File: src/rtl/seq_divider.sv
// Purpose : multi-cycle restoring divider (signed/unsigned) feeding the ALU Z / HI-LO path.
// Latency : done pulses WIDTH+1 edges after the accepted start (1 edge for a zero divisor
//           when SEQ_DIVIDER_ZERO_FASTPATH_EN is defined).
// Backpressure: none; start is ignored while busy, the next start is accepted in the done cycle.
//
// Ports:
//   clk        rising-edge clock
//   clr_n      asynchronous active-low reset
//   start      one-cycle request, sampled only while idle
//   is_signed  1 = two's-complement operands (sampled with start)
//   dividend   dividend (sampled with start)
//   divisor    divisor (sampled with start)
//   busy       high while a division is in progress
//   done       one-cycle pulse when quotient/remainder/div_zero update
//   quotient   quotient (LO), held until the next result
//   remainder  remainder (HI), held until the next result
//   div_zero   divisor was zero, held with the results
//
// Optional feature macro: SEQ_DIVIDER_ZERO_FASTPATH_EN
//   defined   -> a zero divisor skips the iterations and goes straight to FIX
//   undefined -> a zero divisor runs all iterations; results are forced at FIX

module seq_divider #(
  parameter int WIDTH = 32
) (
  input  logic             clk,
  input  logic             clr_n,
  input  logic             start,
  input  logic             is_signed,
  input  logic [WIDTH-1:0] dividend,
  input  logic [WIDTH-1:0] divisor,
  output logic             busy,
  output logic             done,
  output logic [WIDTH-1:0] quotient,
  output logic [WIDTH-1:0] remainder,
  output logic             div_zero
);

  localparam int CW = (WIDTH > 1) ? $clog2(WIDTH) : 1;

  // The LOAD step is folded into the IDLE start edge, so it has no state of its own.
  localparam logic [1:0] S_IDLE = 2'd0;
  localparam logic [1:0] S_RUN  = 2'd1;
  localparam logic [1:0] S_FIX  = 2'd2;

  logic [1:0]       r_state;
  logic [CW-1:0]    r_cnt;
  logic [WIDTH-1:0] r_p;          // partial remainder (always < divisor magnitude)
  logic [WIDTH-1:0] r_q;          // dividend magnitude shifting out, quotient bits shifting in
  logic [WIDTH-1:0] r_dvs;        // divisor magnitude
  logic [WIDTH-1:0] r_dividend;   // raw dividend, returned as remainder on divide by zero
  logic             r_q_neg;
  logic             r_r_neg;
  logic             r_dvs_zero;
  logic             r_done;
  logic [WIDTH-1:0] r_quotient;
  logic [WIDTH-1:0] r_remainder;
  logic             r_div_zero;

  logic             w_a_neg;
  logic             w_b_neg;
  logic [WIDTH-1:0] w_a_mag;
  logic [WIDTH-1:0] w_b_mag;
  logic [WIDTH:0]   w_p_shift;
  logic [WIDTH:0]   w_diff;
  logic             w_fits;
  logic [WIDTH-1:0] w_quo_fix;
  logic [WIDTH-1:0] w_rem_fix;
  logic [1:0]       w_load_next;

  // Magnitudes stay WIDTH-bit unsigned: the most negative value maps onto itself,
  // which is still the correct unsigned magnitude.
  assign w_a_neg = is_signed & dividend[WIDTH-1];
  assign w_b_neg = is_signed & divisor[WIDTH-1];
  assign w_a_mag = w_a_neg ? (~dividend + 1'b1) : dividend;
  assign w_b_mag = w_b_neg ? (~divisor + 1'b1) : divisor;

  // Trial subtraction on WIDTH+1 bits; the top bit of the difference is the borrow.
  // Because r_p < divisor, a non-negative difference always fits back in WIDTH bits.
  assign w_p_shift = {r_p, r_q[WIDTH-1]};
  assign w_diff    = w_p_shift - {1'b0, r_dvs};
  assign w_fits    = ~w_diff[WIDTH];

  // Quotient truncates toward zero; the remainder follows the dividend's sign.
  assign w_quo_fix = r_q_neg ? (~r_q + 1'b1) : r_q;
  assign w_rem_fix = r_r_neg ? (~r_p + 1'b1) : r_p;

`ifdef SEQ_DIVIDER_ZERO_FASTPATH_EN
  assign w_load_next = (divisor == '0) ? S_FIX : S_RUN;
`else
  assign w_load_next = S_RUN;
`endif

  always_ff @(posedge clk or negedge clr_n) begin
    if (!clr_n) begin
      r_state     <= S_IDLE;
      r_cnt       <= '0;
      r_p         <= '0;
      r_q         <= '0;
      r_dvs       <= '0;
      r_dividend  <= '0;
      r_q_neg     <= 1'b0;
      r_r_neg     <= 1'b0;
      r_dvs_zero  <= 1'b0;
      r_done      <= 1'b0;
      r_quotient  <= '0;
      r_remainder <= '0;
      r_div_zero  <= 1'b0;
    end else begin
      r_done <= 1'b0;
      case (r_state)
        S_IDLE: begin
          if (start) begin
            r_dividend <= dividend;
            r_dvs      <= w_b_mag;
            r_q        <= w_a_mag;
            r_p        <= '0;
            r_cnt      <= '0;
            r_q_neg    <= w_a_neg ^ w_b_neg;
            r_r_neg    <= w_a_neg;
            r_dvs_zero <= (divisor == '0);
            r_state    <= w_load_next;
          end
        end
        S_RUN: begin
          // A failed trial keeps the shifted remainder (its top bit is 0 in that case).
          r_p   <= w_fits ? w_diff[WIDTH-1:0] : w_p_shift[WIDTH-1:0];
          r_q   <= {r_q[WIDTH-2:0], w_fits};
          r_cnt <= r_cnt + 1'b1;
          if (r_cnt == CW'(WIDTH - 1)) begin
            r_state <= S_FIX;
          end
        end
        S_FIX: begin
          if (r_dvs_zero) begin
            r_quotient  <= '1;
            r_remainder <= r_dividend;
            r_div_zero  <= 1'b1;
          end else begin
            r_quotient  <= w_quo_fix;
            r_remainder <= w_rem_fix;
            r_div_zero  <= 1'b0;
          end
          r_done  <= 1'b1;
          r_state <= S_IDLE;
        end
        default: begin
          r_state <= S_IDLE;
        end
      endcase
    end
  end

  assign busy      = (r_state != S_IDLE);
  assign done      = r_done;
  assign quotient  = r_quotient;
  assign remainder = r_remainder;
  assign div_zero  = r_div_zero;

endmodule

File: config.mk
export PLATFORM = sky130hd
export DESIGN_NAME = seq_divider
export DESIGN_NICKNAME = d
export VERILOG_FILES = /design/src/rtl/seq_divider.sv
export SDC_FILE = /design/constraint.sdc
export NUM_CORES = 1
export LEC_CHECK = 0
export ABC_AREA = 0
export CAP_MARGIN = 20
export CORE_MARGIN = 2
export CORE_UTILIZATION = 55
export CTS_CLUSTER_SIZE = 14
export DETAILED_ROUTE_END_ITERATION = 8
export GPL_TIMING_DRIVEN = 0
export MAX_ROUTING_LAYER = met4
export PLACE_DENSITY = 0.89
export SLEW_MARGIN = 20
export SYNTH_ARGS = -nofsm -noshare
export SYNTH_HDL_FRONTEND = slang
export SYNTH_SLANG_ARGS = --single-unit
File: constraint.sdc
create_clock -name clk -period 10.8 [get_ports clk]
set_clock_uncertainty 0.05 [all_clocks]
set_input_delay 1.62 -clock clk [delete_from_list [all_inputs] [get_ports clk]]
set_output_delay 1.62 -clock clk [all_outputs]
set_load 0.02 [all_outputs]
## Yosys cells after proc, flatten, opt, wreduce, memory -nomap -nowiden

Cells that the tools add are included.

| storage, ports and cells | value |
|---|---|
| output and inout port bits | 67 |
| flip-flop bits (word level) | 204 |
| logic and storage cells | 57 |
| bits of input ports | 68 |

| operators by class | value |
|---|---|
| muxes and demuxes | 18 |
| bitwise logic cells | 8 |
| equal/unequal tests | 5 |
| add/subtract/negate cells | 6 |
| reduce and logical (&&, ||, !) cells | 7 |

Operator list:

| kind | count |
|---|---|
| $mux W32 | 9 |
| $add A32 B1 Y32 const B | 4 |
| $not A32 Y32 | 4 |
| $pmux W32 S2 | 2 |
| $sub A33 B32 Y33 | 1 |
| $logic_not A32 Y1 | 1 |
| $pmux W5 S2 | 1 |
| $reduce_and A2 Y1 | 3 |
| $add A5 B1 Y5 const B | 1 |
| $eq A5 B5 Y1 const B | 1 |
| $mux W5 | 1 |
| $mux W2 | 2 |
| $ne A2 B2 Y1 const B | 2 |
| $pmux W2 S2 | 1 |
| $reduce_bool A2 Y1 | 2 |
| $and A1 B1 Y1 | 2 |
| $eq A2 B1 Y1 const B | 1 |
| $eq A2 B2 Y1 const B | 1 |
| $logic_not A2 Y1 | 1 |
| $mux W1 | 2 |
| $not A1 Y1 | 1 |
| $xor A1 B1 Y1 | 1 |

## Logic depth before layout (Yosys ltp)

Gate-level depths: netlist of the first run.

| logic depth | value |
|---|---|
| depth after elaboration | 5 |
| mapped depth | 13 |
| gate-level depth less buffers | 12 |

## Worst setup path before layout of the first run

No wires, ideal clock.

| timing | value |
|---|---|
| path kind | input -> register |
| start point | input divisor[15] |
| end point | register r_dvs[27] |
| path buffers | 0 |
| path slack | 7.114 ns |
| arrival | 3.502 ns |
| required time | 10.616 ns |
| cell stages on the path | 8 |
| setup time | 0.134 ns |
| cell sequence | or4_1 > nor4_1 > nand2b_1 > nor3_1 > nand2_1 > o41ai_1 > xor2_1 > o21ai_0 |

| between the ends | value |
|---|---|
| cells in the longest elaborated chain, start to end | 3 |

Ends and longest elaborated chain:

| what | line | RTL |
|---|---|---|
| start: declaration | 31 | `input logic [WIDTH-1:0] divisor,` |
| $not A32 Y32 | 76 | `assign w_b_mag = w_b_neg ? (~divisor + 1'b1) : divisor;` |
| $add A32 B1 Y32 | 76 |  |
| $mux W32 | 76 |  |
| end signal: assignment | 115 | `r_dvs <= w_b_mag;` |
| end: declaration | 50 | `logic [WIDTH-1:0] r_dvs;` |

No other way between the ends.
A chain may end at the register's enable or synchronous reset.

## Final worst setup path of the first run

| timing | value |
|---|---|
| start point | register r_q[31] |
| end point | register r_p[22] |

| between the ends | value |
|---|---|
| cells in the longest elaborated chain, start to end | 3 |

Ends and longest elaborated chain:

| what | line | RTL |
|---|---|---|
| start: declaration | 49 | `logic [WIDTH-1:0] r_q;` |
| start signal: assignment | 116 | `r_q <= w_a_mag;` |
| start signal: assignment | 128 | `r_q <= {r_q[WIDTH-2:0], w_fits};` |
| $sub A33 B32 Y33 | 81 | `assign w_diff = w_p_shift - {1'b0, r_dvs};` |
| $mux W32 | 127 | `r_p <= w_fits ? w_diff[WIDTH-1:0] : w_p_shift[WIDTH-1:0];` |
| $pmux W32 S2 | 111 | `case (r_state)` |
| end signal: assignment | 127 |  |
| end: declaration | 48 | `logic [WIDTH-1:0] r_p;` |

No other way between the ends.

==> out/qor.csv, run 1 <==
stage,metric,value,unit
detailed_routing,DR vias/cell,6.08,
floorplan,die span in x,154,um
finish,Layout fillers,1714,
place,Final Wtd Congestion,0.940,
floorplan,I/O pins,135,
cts,# Post-CTS Setup Buffers,0,
place,pre-CTS setup slack,6.22,ns
cts,clk_lat worst skew,0.51,ns
detailed_routing,met2 WL post-DR,16.6,mm
setup_path,Setup CP Type,flip-flop to flip-flop,
power,PwrDens,324,nW/um^2
cts,Post-CTS Resized,0,
finish,Syn-to-layout area delta,20.1,%
detailed_routing,TritonRoute pass-1 iters,7,
power,Overall Power,0.00482,W
yosys,Syn Std Cell Area,12400,um^2
finish,Final #Nets,1730,
yosys,Netlist cell types,59,
detailed_routing,top sig layer,met4,
floorplan,num rows,54,
run,Max Cap Viol,0,
floorplan,CORE AREA,22000,um^2
grt,initial antenna violation count,0,
cts,"Reg clk slew, reported paths",0.06,ns
floorplan,Starting Density,0.565,
hold_path,min-delay worst type,flip-flop to flip-flop,
setup_path,WP data arrival,4.91,ns
floorplan,Die Y,154,um
grt,gr usage total,0.308,
yosys,syn nets,1569,
yosys,Synth Flop Type,dfrtp_1,
sta,Slew HR,0.339,
detailed_routing,DR WL/cell,18.7,um
yosys,"top cells by area, synth","dfrtp_1 41%, nand2_1 7.7%, o21ai_0 7.0%",
yosys,Syn Area/Cell,8.48,um^2
yosys,leading area contributor after synthesis,dfrtp_1,
finish,layout cells sized above 1,0.0360,
yosys,fraction of registers with async set/reset,1.00,
cts,Root Driver,clkbuf_16,
setup_path,Critical Path End Type,flip-flop,
setup_path,critical path startpoint category,flip-flop,
cts,CTS tree,built,
detailed_routing,M1 WL,14.5,mm
sta,slew of the pin with the lowest slew margin,0.987,ns
yosys,synthesized netlist cell count,1462,
grt,largest net degree at the start of global routing,104,
floorplan,die area,23800,um^2
sta,Final setup viols,0,
cts,TritonCTS Buffers,23,
sta,Fin. Hold Viols,0,
detailed_routing,met3 wire len,3.17,mm
place,Detail Placement HPWL,27.2,mm
power,leakage,6.47,nW
detailed_routing,routed wire length,35.9,mm
yosys,Post-synth EDFFs,0,
grt,first-pass GRT wire length,57.6,mm
yosys,Synth top area share,0.412,
finish,Antenna diodes,0,
cts,H-tree depth,1,
run_status,outcome,"complete, no violations",
place,Port Buf Inserts,134,
sta,fin crit share,0.424,
setup_path,"Data required, critical path",11.12,ns
grt,GR Overflow Total,0,
setup_path,worst-path maximum fanout,10,
yosys,Synth Warn #,0,
detailed_routing,DR vias,11700,
detailed_routing,remaining antenna violation count,0,
power,largest vdd supply drop,0.000142,V
sta,Achievable Freq,218,MHz
yosys,#FFs+latches synth,204,
detailed_routing,1st-iter DRT viols,1085,
cts,Hold Buf Count CTS,0,
sta,RSZ-0062 raised after global routing,false,
detailed_routing,Residual DRC,0,
grt,vias in the first global route,11400,
sta,max-slew violations,0,
cts,CTS Buffer Depth,3,
yosys,register area share after synthesis,0.412,
cts,CTS Sinks,204,
sta,Final min period,4.58,ns
sta,TNS Setup,0,ns
sta,final worst slack,6.22,ns
==> area by class of cell <==
cell class | count | area (um^2) | area share
buffer | 75 | 285 | 0.0192
clock buffer | 30 | 642 | 0.0431
clock inverter | 9 | 101 | 0.00680
inverter | 46 | 173 | 0.0116
multi-input combinational | 1137 | 6840 | 0.459
sequential | 204 | 5100 | 0.343
tap | 280 | 350 | 0.0235
timing repair buffer | 136 | 1400 | 0.0941
==> Yosys cell counts (all sizes together) (6+ instances only) <==
| library cell | number |
|---|---|
| dfrtp | 204 |
| nand2b | 14 |
| nor2b | 8 |
| o31ai | 32 |
| or3 | 18 |
| nand2 | 255 |
| ha | 38 |
| and2 | 7 |
| a31oi | 6 |
| nor3 | 18 |
| nor4 | 8 |
| a21oi | 104 |
| nand3 | 18 |
| nor2 | 117 |
| clkbuf | 65 |
| inv | 45 |
| a21o | 17 |
| a22oi | 30 |
| buf | 10 |
| o21ai | 173 |
| xnor2 | 55 |
| mux2i | 38 |
| or4 | 13 |
| xor2 | 90 |
| o41ai | 14 |
==> cells by family after synthesis <==
logic type | after synthesis | synth area share
fa+ha+maj | 39 | 0.0400
xor+xnor | 145 | 0.102
compound gates | 416 | 0.200
simple gates | 496 | 0.176
buf+inv | 121 | 0.0369
mux | 41 | 0.0334
flops | 204 | 0.412
==> worst paths after layout <==
check / slack [ns] / end / start / depth (start not counted)
max: 6.22 / r_p[22] / r_q[31] / 13
min: 0.41 / quotient[0] / quotient[0] / 2
max reg2reg: 6.22 / r_p[22] / r_q[31] / 13
min reg2reg: 0.41 / quotient[0] / quotient[0] / 2
max in group asynchronous: 8.73 / r_p[27] / clr_n / 3
min in group asynchronous: 1.07 / remainder[2] / clr_n / 2
==> cells in the final DEF, fill, tap and decap left out, types with 45 or more instances in the layout <==
master,count
inv_1,45
a21oi_1,104
nand2_1,255
o21ai_0,173
xor2_1,90
clkbuf_1,68
dfrtp_1,204
xnor2_1,55
nor2_1,117
clkdlybuf4s50_1,133
==> state kept, by name, indices dropped and copies added (netlist names) <==
name / cells
r_q_neg: 1
remainder: 32
r_dvs_zero: 1
div_zero: 1
r_dvs: 32
r_p: 32
r_r_neg: 1
quotient: 32
r_q: 32
r_cnt: 5
r_state: 2
r_dividend: 32
done: 1
==> power by group <==
part / switching [W] / internal, W
logic: 0.00152 / 0.00112
clock network: 0.000313 / 0.000464
registers: 0.000341 / 0.00107
total: 0.00217 / 0.00265
==> worst max-delay path, stage by stage, from the launching register on <==
cell and delay (ns):
dfrtp_1 0.35, inv_1 0.12, ha_1 0.26, fa_1 0.43
nand2b_1 0.19, a211oi_1 0.37, o31ai_1 0.22, a31oi_1 0.40
nor4_1 0.13, or4_1 0.53, o211ai_1 0.46, clkbuf_1 0.56
mux2i_1 0.28, o21ai_0 0.09
==> layer usage <==
layer  vias up  GRT usage
li1       5418          -
met1      5527      0.390
met2       576      0.491
met3       138     0.0569
met4         0      0.128
met5         -          -
==> metrics by stage <==
step / std cells / area, um^2 / util / hold slack [ns]
finish: 1917 / 14900 / 0.678 / 0.413
global route: 1917 / 14900 / 0.678 / 0.457
CTS: 1917 / 14900 / 0.678 / 0.420
detailed placement: 1878 / 14200 / 0.645 / 0.407
global placement: 1876 / 14100 / 0.642 / 0.405
floorplan: 1462 / 12400 / - / 0.388
Power figures use the tool's default switching activity.
==> run 2: changes to the inputs <==
==> constraint.sdc (replaced) <==
create_clock -name clk -period 4.7 [get_ports clk]
set_clock_uncertainty 0.05 [all_clocks]
set_input_delay 0.705 -clock clk [delete_from_list [all_inputs] [get_ports clk]]
set_output_delay 0.705 -clock clk [all_outputs]
set_load 0.02 [all_outputs]
==> run 2 against run 1 <==
Compared with the run above: sequential share of layout area decreased by 0.097 points; routed wire length decreased by 0.29%; power increased by 130%; cell count increased by 0.21%; via count increased by 0.38%; register-to-register slack got worse by 5.8 ns.
==> out/qor.csv, run 2 (synthesis gave the netlist of run 1 again) <==
stage,metric,value,unit
run_status,outcome,"complete, no violations",
detailed_routing,routed wire length,35.8,mm
floorplan,Die Y,154,um
finish,Layout fillers,1710,
sta,slew of the pin with the lowest slew margin,0.783,ns
sta,Final min period,4.32,ns
setup_path,reg-to-reg startpoint,r_q[31],
sta,Final setup viols,0,
power,leakage,6.49,nW
grt,GR Overflow Total,0,
setup_path,R2R cell count,14,
place,Final Wtd Congestion,0.940,
cts,clk_lat worst skew,0.51,ns
setup_path,"Data required, critical path",5.06,ns
cts,Post-CTS Resized,0,
floorplan,Starting Density,0.565,
setup_path,WP data arrival,4.68,ns
finish,"commonest non-fill, non-tap cell in the layout",nand2_1,
finish,utilization after layout,0.680,
grt,largest net degree at the start of global routing,104,
cts,"Reg clk slew, reported paths",0.07,ns
floorplan,die area,23800,um^2
detailed_routing,1st-iter DRT viols,1022,
grt,gr usage total,0.308,
detailed_routing,M1 WL,14.4,mm
place,pre-CTS setup slack,0.251,ns
cts,Root Driver,clkbuf_16,
setup_path,R2R setup slack,0.38,ns
detailed_routing,DR vias/cell,6.09,
place,Port Buf Inserts,134,
hold_path,min-delay worst type,input pin to asynchronous set/reset pin,
cts,Hold Buf Count CTS,0,
cts,CTS Sinks,204,
grt,initial antenna violation count,0,
cts,TritonCTS Buffers,23,
finish,Final #Nets,1734,
place,Detail Placement HPWL,27.2,mm
detailed_routing,TritonRoute pass-1 iters,7,
finish,most frequent cells in the layout,"255 x nand2_1, 204 x dfrtp_1, 173 x o21ai_0",
detailed_routing,DR vias,11700,
power,largest vdd supply drop,0.000380,V
setup_path,Critical Path End Type,flip-flop,
cts,CTS tree,built,
place,area of placed instances,14200,um^2
setup_path,crit path from,r_q[31],
run,Max Cap Viol,0,
detailed_routing,met3 wire len,3.19,mm
floorplan,die span in x,154,um
detailed_routing,remaining antenna violation count,0,
floorplan,num rows,54,
power,Overall Power,0.0112,W
finish,Antenna diodes,0,
sta,Fin. Hold Viols,0,
setup_path,worst-path maximum fanout,10,
power,PwrDens,749,nW/um^2
detailed_routing,top sig layer,met4,
grt,vias in the first global route,11400,
detailed_routing,met2 WL post-DR,16.7,mm
finish,layout cells sized above 1,0.0384,
setup_path,Critical R2R Capture,r_p[29],
finish,Reg area,5100,um^2
finish,footprint of the multi-input gates,6840,um^2
sta,final worst slack,0.383,ns
sta,fin crit share,0.919,
sta,Slew HR,0.473,
grt,first-pass GRT wire length,57.6,mm
detailed_routing,DR WL/cell,18.6,um
cts,CTS Buffer Depth,3,
detailed_routing,Residual DRC,0,
sta,Achievable Freq,232,MHz
cts,H-tree depth,1,
setup_path,critical path startpoint category,flip-flop,
floorplan,I/O pins,135,
finish,Syn-to-layout area delta,20.5,%
setup_path,Setup CP Type,flip-flop to flip-flop,
sta,RSZ-0062 raised after global routing,false,
floorplan,CORE AREA,22000,um^2
sta,max-slew violations,0,
finish,final instance area,14900,um^2
-- run 2: cell types whose count changed in the layout (fill, tap and decap cells not counted) --
cell    previous run  this run
buf_12             0         1
buf_4              0         3
-- run 2: worst max path at each step --
stage	depth (start not counted)	to	slack (ns)
after global placement	1	quotient[4]	-5.27
final	14	r_p[29]	0.38
after global routing	13	r_p[27]	0.19
after CTS	13	r_p[22]	0.22
after detailed placement	13	r_p[24]	0.25
after floorplan	13	r_p[21]	1.14
-- run 2: critical path: stages (launching register included) --
cell and delay, ns:
dfrtp_1 0.35, inv_1 0.11, ha_1 0.26, fa_1 0.43, nand2b_1 0.19, a211oi_1 0.37
o31ai_1 0.21, a31oi_1 0.40, nor4_1 0.13, or4_1 0.54, o211ai_1 0.11, buf_4 0.17
clkbuf_1 0.49, nand2_1 0.20, o211ai_1 0.21
-- run 2: layout make-up --
type | count | share of cell area
repair buffers | 140 | 0.0966
plain buffers | 75 | 0.0191
inverters | 46 | 0.0116
multi-input cells | 1137 | 0.458
flip-flops and latches | 204 | 0.342
well taps | 280 | 0.0235
clock buffers | 30 | 0.0430
clock inverters | 9 | 0.00678
-- run 2: routing by layer --
| layer | vias up | GRT usage |
|---|---|---|
| li1 | 5425 | - |
| met1 | 5547 | 0.390 |
| met2 | 599 | 0.491 |
| met3 | 132 | 0.0569 |
| met4 | 0 | 0.128 |
| met5 | - | - |
-- run 2: timing repair --
item / 4_1_cts / 5_1_grt
hold endpoints to repair: 0 / 0
endpoints found under the setup margin: 0 / 7
buffers inserted: 0 / 4
-- run 2: report_power, final --
group | internal [W] | total (W) | leakage, nW | switching [W]
sequential | 0.00246 | 0.00324 | 2.46 | 0.000782
combinational | 0.00267 | 0.00617 | 3.67 | 0.00350
clock | 0.00107 | 0.00178 | 0.368 | 0.000716
-- run 2: through the flow --
stage	setup TNS, ns	hold slack (ns)	instances
floorplan	0	0.359	1462
global placement	-1070.82	0.405	1876
detailed placement	0	0.407	1878
CTS	0	0.194	1917
global route	0	0.212	1921
finish	0	0.165	1921
==> patch: new RTL, config.mk and constraints of run 2 <==
`WIDTH`: 32 -> 16.
--- a/src/rtl/seq_divider.sv
+++ b/src/rtl/seq_divider.sv
@@ -23,3 +23,3 @@
 module seq_divider #(
-  parameter int WIDTH = 32
+  parameter int WIDTH = 16
 ) (
Ports: changed (resized dividend, divisor, quotient and remainder); port bits go from 135 to 71. The function was not compared with the original's and may differ.
==> patch against run 2 <==
Area after synthesis fell by 48%; power decreased by 47%; setup slack improved by 1.5 ns; synthesized cell count decreased by 49%; wire length fell by 54%; design area decreased by 49%; sequential cell count is 97 lower; global-route usage fell by 3.0 points.
==> patch: results (changes against run 2) <==
stage,metric,value,unit,change
status,status,finished clean,,
power,clkPwrFrac,12.8,%,-3.1 points
power,swShare,45.97,%,+1.3 points
global_route,met3_usage,5.389,%,-0.30 points
critical_path,reg2reg_slack,1.96,ns,+1.58 ns
power,total_power,5.899,mW,-47%
cts,clock_latency,0.36,ns,-0.15 ns
place,dpl_cell_area,7298,µm²,-48%
yosys,synth-compound-area-share,20.09,%,+0.094 points
yosys,synth_nets,803,,-49%
critical_path,startpoint,dividend[0],,
yosys,synthXorXnorAreaFrac,9.046,%,-1.2 points
place,dpl_worst_slack,1.648,ns,+1.397 ns
cells_and_area,nNetsFinal,885,,-49%
cts,htree_levels,3,,+2
place,portBuffers,70,,-48%
power,ir_drop,0.0003352,V,-12%
yosys,synth.area.top_cells,"dfrtp_1 (42%), nand2_1 (7.0%), o21ai_0 (7.0%)",,
critical_path,path_delay_family,buffers and inverters,,
global_route,grt_usage,27.82,%,-3.0 points
sta,fin_crit,2.777,ns,-1.541 ns
routing,wirelength,16600,µm,-54%
yosys,ys_seq_area_share,41.90,%,+0.74 points
critical_path,cp-endpoint,r_q[10],,
critical_path,max_stage_delay,0.50,ns,-0.04 ns
place,place_congestion,0.9309,,-0.97%
global_route,grt_pass1_vias,5447,,-52%
critical_path,critPathArrivalTime,2.94,ns,-1.74 ns
critical_path,r2r_cells,10,,-4
yosys,synth.avg_cell_area,8.577,µm²,+1.1%
place,dp.cells,959,,-49%
yosys,synthAdderAreaFrac,4.425,%,+0.43 points
global_route,antenna_found_initial,1,,+1
yosys,synth.distinct_cells,51,,-14%
routing,via_count,5832,,-50%
[patch: changes by cell type after synthesis, sizes merged, moves of 17 or more]
cell    delta
a21oi     -45
clkbuf    -37
dfrtp     -97
ha        -17
inv       -17
mux2i     -24
nand2    -133
nor2      -64
o21ai     -68
o31ai     -26
xnor2     -26
xor2      -53
[patch: area by class of cell]
cell class / count / area, µm²
sequential: 107 / 2678
clock buffer: 9 / 225.2
multi-input combinational: 572 / 3428
clock inverter: 7 / 65.06
inverter: 29 / 108.9
antenna: 1 / 2.502
timing repair buffer: 71 / 729.5
tap: 143 / 178.9
buffer: 37 / 175.2
fill: 892 / 3779
[patch: worst reg2reg max path: cells and delay by family (launching register included)]
family	cells	cell delay [ns]
compound gates	4	0.69
fa+ha+maj	2	0.60
buf+inv	2	0.30
flops	1	0.43
mux	1	0.30
simple gates	1	0.23
[patch: per-layer routing]
metal	up-vias	wire [µm]
li1	2762	-
met1	2742	7008
met2	288	7574
met3	40	1601
met4	0	411
met5	-	0
